[src/rtl/axi2apb_pkg.sv]
// rtl/axi2apb_pkg.sv - shared states, response/burst codes and beat addressing for the AXI-to-APB bridge
package axi2apb_pkg;

  typedef enum logic [2:0] {
    IDLE,
    WDATA,
    WSETUP,
    WACCESS,
    BRESP,
    RSETUP,
    RACCESS,
    RDATA
  } state_t;

  localparam logic [1:0]  RESP_OKAY   = 2'b00;
  localparam logic [1:0]  RESP_SLVERR = 2'b10;
  localparam logic [1:0]  BURST_FIXED = 2'b00;
  localparam logic [1:0]  BURST_INCR  = 2'b01;
  localparam logic [31:0] BEAT_BYTES  = 32'd4;

  // Every non-FIXED burst type advances one 32-bit word and wraps at 4 GiB.
  function automatic logic [31:0] next_addr(input logic [31:0] addr, input logic [1:0] burst);
    return (burst == BURST_FIXED) ? addr : addr + BEAT_BYTES;
  endfunction

endpackage

[src/rtl/axi2apb_bridge.sv]
// rtl/axi2apb_bridge.sv - single-outstanding AXI3 slave to APB master bridge, 4-byte beats
// Optional slave-error propagation is built when AXI2APB_SLVERR_EN is defined.
module axi2apb_bridge
  import axi2apb_pkg::*;
#(
  parameter int WR_PRIORITY = 1
) (
  input  logic        clk,
  input  logic        rst_n,
  input  logic [3:0]  awid_i,
  input  logic [31:0] awaddr_i,
  input  logic [3:0]  awlen_i,
  input  logic [2:0]  awsize_i,
  input  logic [1:0]  awburst_i,
  input  logic        awvalid_i,
  output logic        awready_o,
  input  logic [3:0]  wid_i,
  input  logic [31:0] wdata_i,
  input  logic [3:0]  wstrb_i,
  input  logic        wlast_i,
  input  logic        wvalid_i,
  output logic        wready_o,
  output logic [3:0]  bid_o,
  output logic [1:0]  bresp_o,
  output logic        bvalid_o,
  input  logic        bready_i,
  input  logic [3:0]  arid_i,
  input  logic [31:0] araddr_i,
  input  logic [3:0]  arlen_i,
  input  logic [2:0]  arsize_i,
  input  logic [1:0]  arburst_i,
  input  logic        arvalid_i,
  output logic        arready_o,
  output logic [3:0]  rid_o,
  output logic [31:0] rdata_o,
  output logic [1:0]  rresp_o,
  output logic        rlast_o,
  output logic        rvalid_o,
  input  logic        rready_i,
  output logic [31:0] paddr_o,
  output logic        psel_o,
  output logic        penable_o,
  output logic        pwrite_o,
  output logic [31:0] pwdata_o,
  output logic [3:0]  pstrb_o,
  input  logic        pready_i,
  input  logic [31:0] prdata_i,
  input  logic        pslverr_i
);

  state_t      state_q, state_d;
  logic [3:0]  id_q, len_q, cnt_q, wstrb_q;
  logic [31:0] addr_q, wdata_q, rdata_q;
  logic [1:0]  burst_q;
  logic        last_beat, aw_hs, ar_hs, w_hs, apb_done, r_hs;

  // Beat size is fixed and write bursts end on the internal count.
`ifdef AXI2APB_SLVERR_EN
  logic        unused_inputs;
  assign unused_inputs = ^{awsize_i, arsize_i, wid_i, wlast_i};
`else
  logic        unused_inputs;
  assign unused_inputs = ^{awsize_i, arsize_i, wid_i, wlast_i, pslverr_i};
`endif

  assign last_beat = (cnt_q == len_q);

  always_ff @(posedge clk or negedge rst_n) begin
    if (!rst_n) state_q <= IDLE;
    else        state_q <= state_d;
  end

  always_comb begin
    state_d   = state_q;
    awready_o = 1'b0;
    arready_o = 1'b0;
    wready_o  = 1'b0;
    bvalid_o  = 1'b0;
    rvalid_o  = 1'b0;
    rlast_o   = 1'b0;
    psel_o    = 1'b0;
    penable_o = 1'b0;
    pwrite_o  = 1'b0;
    case (state_q)
      // Readies follow the valids directly, so they must be masked while reset is held.
      IDLE: if (rst_n) begin
        if (awvalid_i && (WR_PRIORITY != 0 || !arvalid_i)) begin
          awready_o = 1'b1;
          state_d   = WDATA;
        end else if (arvalid_i) begin
          arready_o = 1'b1;
          state_d   = RSETUP;
        end
      end
      WDATA: begin
        wready_o = 1'b1;
        if (wvalid_i) state_d = WSETUP;
      end
      WSETUP: begin
        psel_o   = 1'b1;
        pwrite_o = 1'b1;
        state_d  = WACCESS;
      end
      WACCESS: begin
        psel_o    = 1'b1;
        penable_o = 1'b1;
        pwrite_o  = 1'b1;
        if (pready_i) state_d = last_beat ? BRESP : WDATA;
      end
      BRESP: begin
        bvalid_o = 1'b1;
        if (bready_i) state_d = IDLE;
      end
      RSETUP: begin
        psel_o  = 1'b1;
        state_d = RACCESS;
      end
      RACCESS: begin
        psel_o    = 1'b1;
        penable_o = 1'b1;
        if (pready_i) state_d = RDATA;
      end
      RDATA: begin
        rvalid_o = 1'b1;
        rlast_o  = last_beat;
        if (rready_i) state_d = last_beat ? IDLE : RSETUP;
      end
      default: state_d = IDLE;
    endcase
  end

  assign aw_hs    = awready_o;
  assign ar_hs    = arready_o;
  assign w_hs     = wready_o & wvalid_i;
  assign apb_done = penable_o & pready_i;
  assign r_hs     = rvalid_o & rready_i;

  always_ff @(posedge clk or negedge rst_n) begin
    if (!rst_n) begin
      id_q    <= '0;
      addr_q  <= '0;
      len_q   <= '0;
      burst_q <= '0;
      cnt_q   <= '0;
      wdata_q <= '0;
      wstrb_q <= '0;
      rdata_q <= '0;
    end else begin
      if (aw_hs) begin
        id_q    <= awid_i;
        addr_q  <= awaddr_i;
        len_q   <= awlen_i;
        burst_q <= awburst_i;
        cnt_q   <= '0;
      end else if (ar_hs) begin
        id_q    <= arid_i;
        addr_q  <= araddr_i;
        len_q   <= arlen_i;
        burst_q <= arburst_i;
        cnt_q   <= '0;
      end
      if (w_hs) begin
        wdata_q <= wdata_i;
        wstrb_q <= wstrb_i;
      end
      if (apb_done && !pwrite_o) rdata_q <= prdata_i;
      // Writes advance after the APB completes; reads only once the beat is taken on R.
      if ((apb_done && pwrite_o && !last_beat) || (r_hs && !last_beat)) begin
        cnt_q  <= cnt_q + 4'd1;
        addr_q <= next_addr(addr_q, burst_q);
      end
    end
  end

`ifdef AXI2APB_SLVERR_EN
  logic       err_q;
  logic [1:0] rresp_q;

  always_ff @(posedge clk or negedge rst_n) begin
    if (!rst_n) begin
      err_q   <= 1'b0;
      rresp_q <= RESP_OKAY;
    end else begin
      if (aw_hs) err_q <= 1'b0;
      else if (apb_done && pwrite_o && pslverr_i) err_q <= 1'b1;
      if (apb_done && !pwrite_o) rresp_q <= pslverr_i ? RESP_SLVERR : RESP_OKAY;
    end
  end

  assign bresp_o = (bvalid_o && err_q) ? RESP_SLVERR : RESP_OKAY;
  assign rresp_o = rvalid_o ? rresp_q : RESP_OKAY;
`else
  assign bresp_o = RESP_OKAY;
  assign rresp_o = RESP_OKAY;
`endif

  assign bid_o    = id_q;
  assign rid_o    = id_q;
  assign rdata_o  = rdata_q;
  assign paddr_o  = addr_q;
  assign pwdata_o = wdata_q;
  assign pstrb_o  = pwrite_o ? wstrb_q : 4'b0000;

endmodule

[config.mk]
export PLATFORM = sky130hd
export DESIGN_NAME = axi2apb_bridge
export DESIGN_NICKNAME = d
export VERILOG_FILES = /design/src/rtl/axi2apb_pkg.sv /design/src/rtl/axi2apb_bridge.sv
export SDC_FILE = /design/constraint.sdc
export NUM_CORES = 1
export LEC_CHECK = 0
export ABC_AREA = 1
export BUFFER_PORTS_ARGS = -buffer_cell sky130_fd_sc_hd__buf_2
export CAP_MARGIN = 20
export CORE_MARGIN = 1
export CORE_UTILIZATION = 49
export CTS_BUF_LIST = sky130_fd_sc_hd__clkbuf_2
export CTS_CLUSTER_SIZE = 12
export DETAILED_ROUTE_END_ITERATION = 12
export PLACE_DENSITY = 0.94
export SLEW_MARGIN = 20
export SYNTH_ARGS = -nofsm -noshare
export SYNTH_HDL_FRONTEND = slang
export SYNTH_SLANG_ARGS = --single-unit
export TNS_END_PERCENT = 20
[constraint.sdc]
create_clock -name clk -period 2.4 [get_ports clk]
set_clock_uncertainty 0.2 [all_clocks]
set_input_delay 0.12 -clock clk [delete_from_list [all_inputs] [get_ports clk]]
set_output_delay 0.12 -clock clk [all_outputs]
set_load 0.05 [all_outputs]
==> key figures, run 1 <==
Outcome
  • Stop Error: [ERROR RSZ-0060] Max buffer count reached.
  • Status: stopped before the end
  • Stop stage: 4_1_cts

Logic synthesis
  • Number of flops mapped to enable cells by yosys: 0
  • Syn Std Cell Area: 6435 um2
  • FFs w/ async S/R, synth: 100.0%
  • Sequential fraction of the synthesis area: 45.50%
  • Ys flop type: dfrtp_1
  • Synth cell types: 36
  • Avg Cell Area, Syn: 7.964 um2
  • Synth Instances: between 800 and 900
  • Synth Warn #: 0
  • Post-synthesis sequential element count: 117

Placement
  • Gpl congestion: 0.8911
  • Worst Setup Slack post-DPL: 368.4 ps
  • I/O Buffers: about 280
  • Detail Placement HPWL: 14,380 um

Floorplanning
  • DIE HEIGHT: 116.6 um
  • Row count: 41
  • Die Wd: 116.6 um
  • Initial Util: 50.58%
  • I/O Pins: 293

Clocking
  • Setup bufs post-CTS: 2
  • CTS root buf: clkbuf_2
  • CTS Buf Count: 17
  • CTS H-tree lvls: 4
  • CTS resizes: 4
  • Hold_buf cts: 255
  • Clk sinks: between 100 and 150
  • Worst-case clock buffer depth: 2
-- cell usage after synthesis (2+ instances only) --
master    number  area share, %
a21oi_1        4           0.31
a31oi_1        2           0.19
buf_2         21            1.6
buf_4          9            1.0
buf_6          4           0.70
clkbuf_1       6           0.35
dfrtp_1      117             45
ha_1           2           0.39
inv_1         56            3.3
inv_2          3           0.17
mux2_1         9            1.6
mux2_2        55            9.6
nand2_1      299             17
nand2_2        4           0.39
nand3_1       70            5.4
nand3b_1       2           0.23
nor2_1        71            4.1
nor2_2         5           0.49
nor2_4         2           0.35
nor3_1         2           0.16
o21ai_0       27            2.1
o21ai_1        4           0.31
o21bai_1       2           0.23
o22ai_1        7           0.68
or2_2          2           0.19
xnor2_1        4           0.54
xor2_1        10            1.4
-- logic make-up after synthesis --
family,Yosys count,synth area share [%]
mux,64,11.20
buf+inv,100,7.233
xor+xnor,14,1.905
simple gates,461,29.44
fa+ha+maj,2,0.3888
compound gates,49,4.278
other cells,1,0.05828
flops,117,45.50
-- stage by stage --
step	setup TNS, ps	cells	area [um2]
global placement	0	1232	7928
detailed placement	0	1232	7928
floorplan	-171.4	811	6446
==> inputs of run 2 (changes only) <==
Settings changed: CORE_UTILIZATION 49 to 40, CTS_BUF_LIST sky130_fd_sc_hd__clkbuf_2 to not set, CTS_CLUSTER_SIZE 12 to not set, PLACE_DENSITY 0.94 to not set, PLACE_DENSITY_LB_ADDON set to 0.15.
==> run 2 against run 1 <==
Compared with the run above: the flow now finishes without violations; synthesized cell count stayed put; synthesized area stayed put.
==> key figures, run 2 <==
Critical path
  • CP startpoint: state_q[1]$_DFFE_PN0P_
  • R2r worst-path depth: 9
  • Reg-to-reg critical path startpoint: state_q[1]$_DFFE_PN0P_
  • RR Endpoint: paddr_o[5]$_DFFE_PN0P_
  • Arr. time, crit path: 2350 ps
  • Critical path class: flip-flop to flip-flop
  • Worst EP required: between 2000 and 2500 ps
  • Critical path endpoint: paddr_o[5]$_DFFE_PN0P_
  • Flop2flop setup slack: 120 ps
  • Worst-path fanout max: 17
  • Crit start category: flip-flop
  • Crit. End Element: flip-flop

Global route
  • Overall routing resource usage: 26.76%
  • Total congestion overflow: 0
  • Largest net degree at the start of global routing: 103
  • Initial antenna violation count: 0
  • First-pass GRT wire length: between 30,000 and 40,000 um
  • Vias in the first global route: roughly 7,000

Finish
  • Util after Layout: between 60% and 70%
  • Number of fill cells: 1,273
  • Non-filler cells, final: 1,468
  • Layout cells sized above 1: between 30% and 40%
  • Commonest non-fill, non-tap cell in the layout: nand2_1
  • Area grow syn2layout: 61.05%
  • Final nets: 1,417
  • Commonest non-fill, non-tap cells in the layout: 297 x nand2_1, 275 x buf_2, 156 x dlygate4sd3_1

Routing
  • WL/cell: 14.93 um
  • DRC errors left: 0
  • Via count: 6,981
  • First DRT Iteration DRCs: 385
  • Via/cell ratio: 4.755
  • Routed Antenna Nets: 0
  • WL final: around 22,000 um
  • Drt first pass iters: 5

Logic synthesis
  • Sequential fraction of the synthesis area: a little under half
  • Number of flops mapped to enable cells by yosys: 0
  • Avg Cell Area, Syn: approximately 8.0 um2
  • Syn Std Cell Area: roughly 6400 um2
  • Synth area leader: dfrtp_1
  • Synth Warn #: 0
  • Post-synth top area share: ~45%
  • Synth cell types: 36
  • Ys flop type: dfrtp_1
  • Count leader, synth: nand2_1
  • Top cells by instance count after synthesis: 299 x nand2_1, 117 x dfrtp_1, 71 x nor2_1, 70 x nand3_1, 56 x inv_1
  • FFs w/ async S/R, synth: 100.0%
  • Post-synthesis sequential element count: 117
  • Synth Instances: between 800 and 900
  • Largest cells by area after synthesis: dfrtp_1 45%, nand2_1 17%, mux2_2 9.6%

Floorplanning
  • Die Wd: ~130 um
  • DIE HEIGHT: approximately 130 um
  • Core Region: 15,430 um2
  • I/O Pins: 293
  • Row count: 45
  • Initial Util: 41.71%
  • Total die area: 16,600 um2

Clocking
  • CTS Buf Count: 17
  • CTS clk-pin slew, worst paths: 60 ps
  • CTS H-tree lvls: 4
  • Worst-case clock buffer depth: 2
  • Worst-skew pair later-pin latency: ~420 ps
  • CTS root buf: clkbuf_16
  • Clk sinks: 117
  • CTS tree: done

Timing
  • Slew @ Worst Pin: 742.5 ps
  • Worst hold slack: about 35 ps
  • Final min period: between 2000 and 2500 ps
  • Slew HR: 50.33%
  • Final setup fails: 0
  • Unrepaired setup endpoints after global routing: no
  • Final Cycle Share: 94.82%
  • Fmax: between 400 and 500 MHz
  • Final Hold Vio Count: 0
  • Final Max Tran Viols: 0

Power
  • Internal cell power: 7281 uW
  • Switching part of the total power: roughly 51%
  • Design Power: 14,750 uW
  • Peak supply drop: 1.038 mV
  • Leak Pwr: between 0.005 and 0.006 uW
  • Net switching power: between 7000 and 8000 uW
  • Sequential power share: approximately a quarter
  • Comb power frac: between 50% and 60%
  • Power per Cell Area: 1424 nW/um2
  • Clock power frac: 18.9%

Placement
  • Placed cells: ~1,300
  • Gpl congestion: 0.8669
  • I/O Buffers: 276
  • Detail Placement HPWL: 13,140 um

Run
  • MaxCap Viol Count: 0

Worst hold path
  • Min-Delay Path Class: input pin to flip-flop

Outcome
  • Status: finished, final reports clean
==> run 2: cell counts after synthesis <==
No cell type changed its count.
==> run 2: cell type report <==
cell class	instances	area, um2	area share [%]
Clock inverter	13	192.7	1.859
Sequential cell	117	2933	28.30
Inverter	60	230.2	2.221
Multi-Input combinational cell	594	3089	29.81
Tap cell	211	264.0	2.547
Antenna cell	1	2.502	0.02415
Clock buffer	19	452.9	4.370
Timing Repair Buffer	453	3199	30.87
==> run 2: per-stage QoR <==
step | setup WS, ps | instance area (um2) | setup TNS (ps)
detailed placement | 349.4 | 7986 | 0
finish | 124.3 | 10360 | 0
global route | 4.149 | 10360 | 0
CTS | 18.04 | 10200 | 0
floorplan | -42.85 | 6446 | -171.4
global placement | 367.6 | 7986 | 0
==> run 2: cells by family (layout without fill, tap and decap cells) <==
group / Yosys count / after routing / synth area share [%]
AND/OR/NAND/NOR: 461 / 461 / 29.44
flip-flops: 117 / 117 / 45.50
buffers and inverters: 100 / 545 / 7.233
multiplexers: 64 / 64 / 11.20
AO/OA/AOI/OAI: 49 / 49 / 4.278
XOR/XNOR: 14 / 14 / 1.905
adder cells (fa/ha/maj): 2 / 2 / 0.3888
other: 1 / 5 / 0.05828
==> run 2: power groups by stage <==
stage / clock (uW) / combinational [uW] / sequential, uW
2_1_floorplan: 0 / 2910 / 6530
5_1_grt: 2910 / 8770 / 3900
3_3_place_gp: 0 / 7420 / 3700
6_report: 2790 / 8210 / 3750
3_5_place_dp: 0 / 7490 / 3730
4_1_cts: 2830 / 7930 / 3710
==> run 2: worst min-delay path by stage <==
stage / slack, ps / from / cells after the start / endpoint
after detailed placement: -170 / rst_n / 1 / rdata_o[5]$_DFFE_PN0P_
final: 40 / bready_i / 4 / state_q[1]$_DFFE_PN0P_
after floorplan: -380 / rst_n / 0 / bid_o[0]$_DFFE_PN0P_
after global routing: 90 / bready_i / 4 / state_q[1]$_DFFE_PN0P_
after global placement: -170 / rst_n / 1 / rdata_o[5]$_DFFE_PN0P_
after CTS: 40 / bready_i / 5 / state_q[1]$_DFFE_PN0P_
==> run 2: critical path, cell delays in order, from the launching register on <==
cell	delay, ps
dfrtp_2	460
buf_4	160
nand3_2	90
nor2_2	80
o21ai_4	160
buf_12	170
nand3_1	80
dlygate4sd3_1	560
nand3_1	80
o21ai_1	80
==> run 2: what timing repair did <==
item | in CTS | in global routing
gates resized for setup | 0 | 25
hold buffers | 157 | 0
setup buffers | 0 | 8
endpoints found under the setup margin | 0 | 23
hold endpoints to repair | 230 | 0
==> run 2: per-layer routing <==
layer  global-route usage (%)  vias up  wire length (um)
li1                         -     3442                 -
met1                    31.01     3263              8837
met2                    48.62      241             11390
met3                    5.613       35              1321
met4                    9.689        0               365
met5                        0        -                 0
Note: power is estimated with default switching activity, not from simulation.
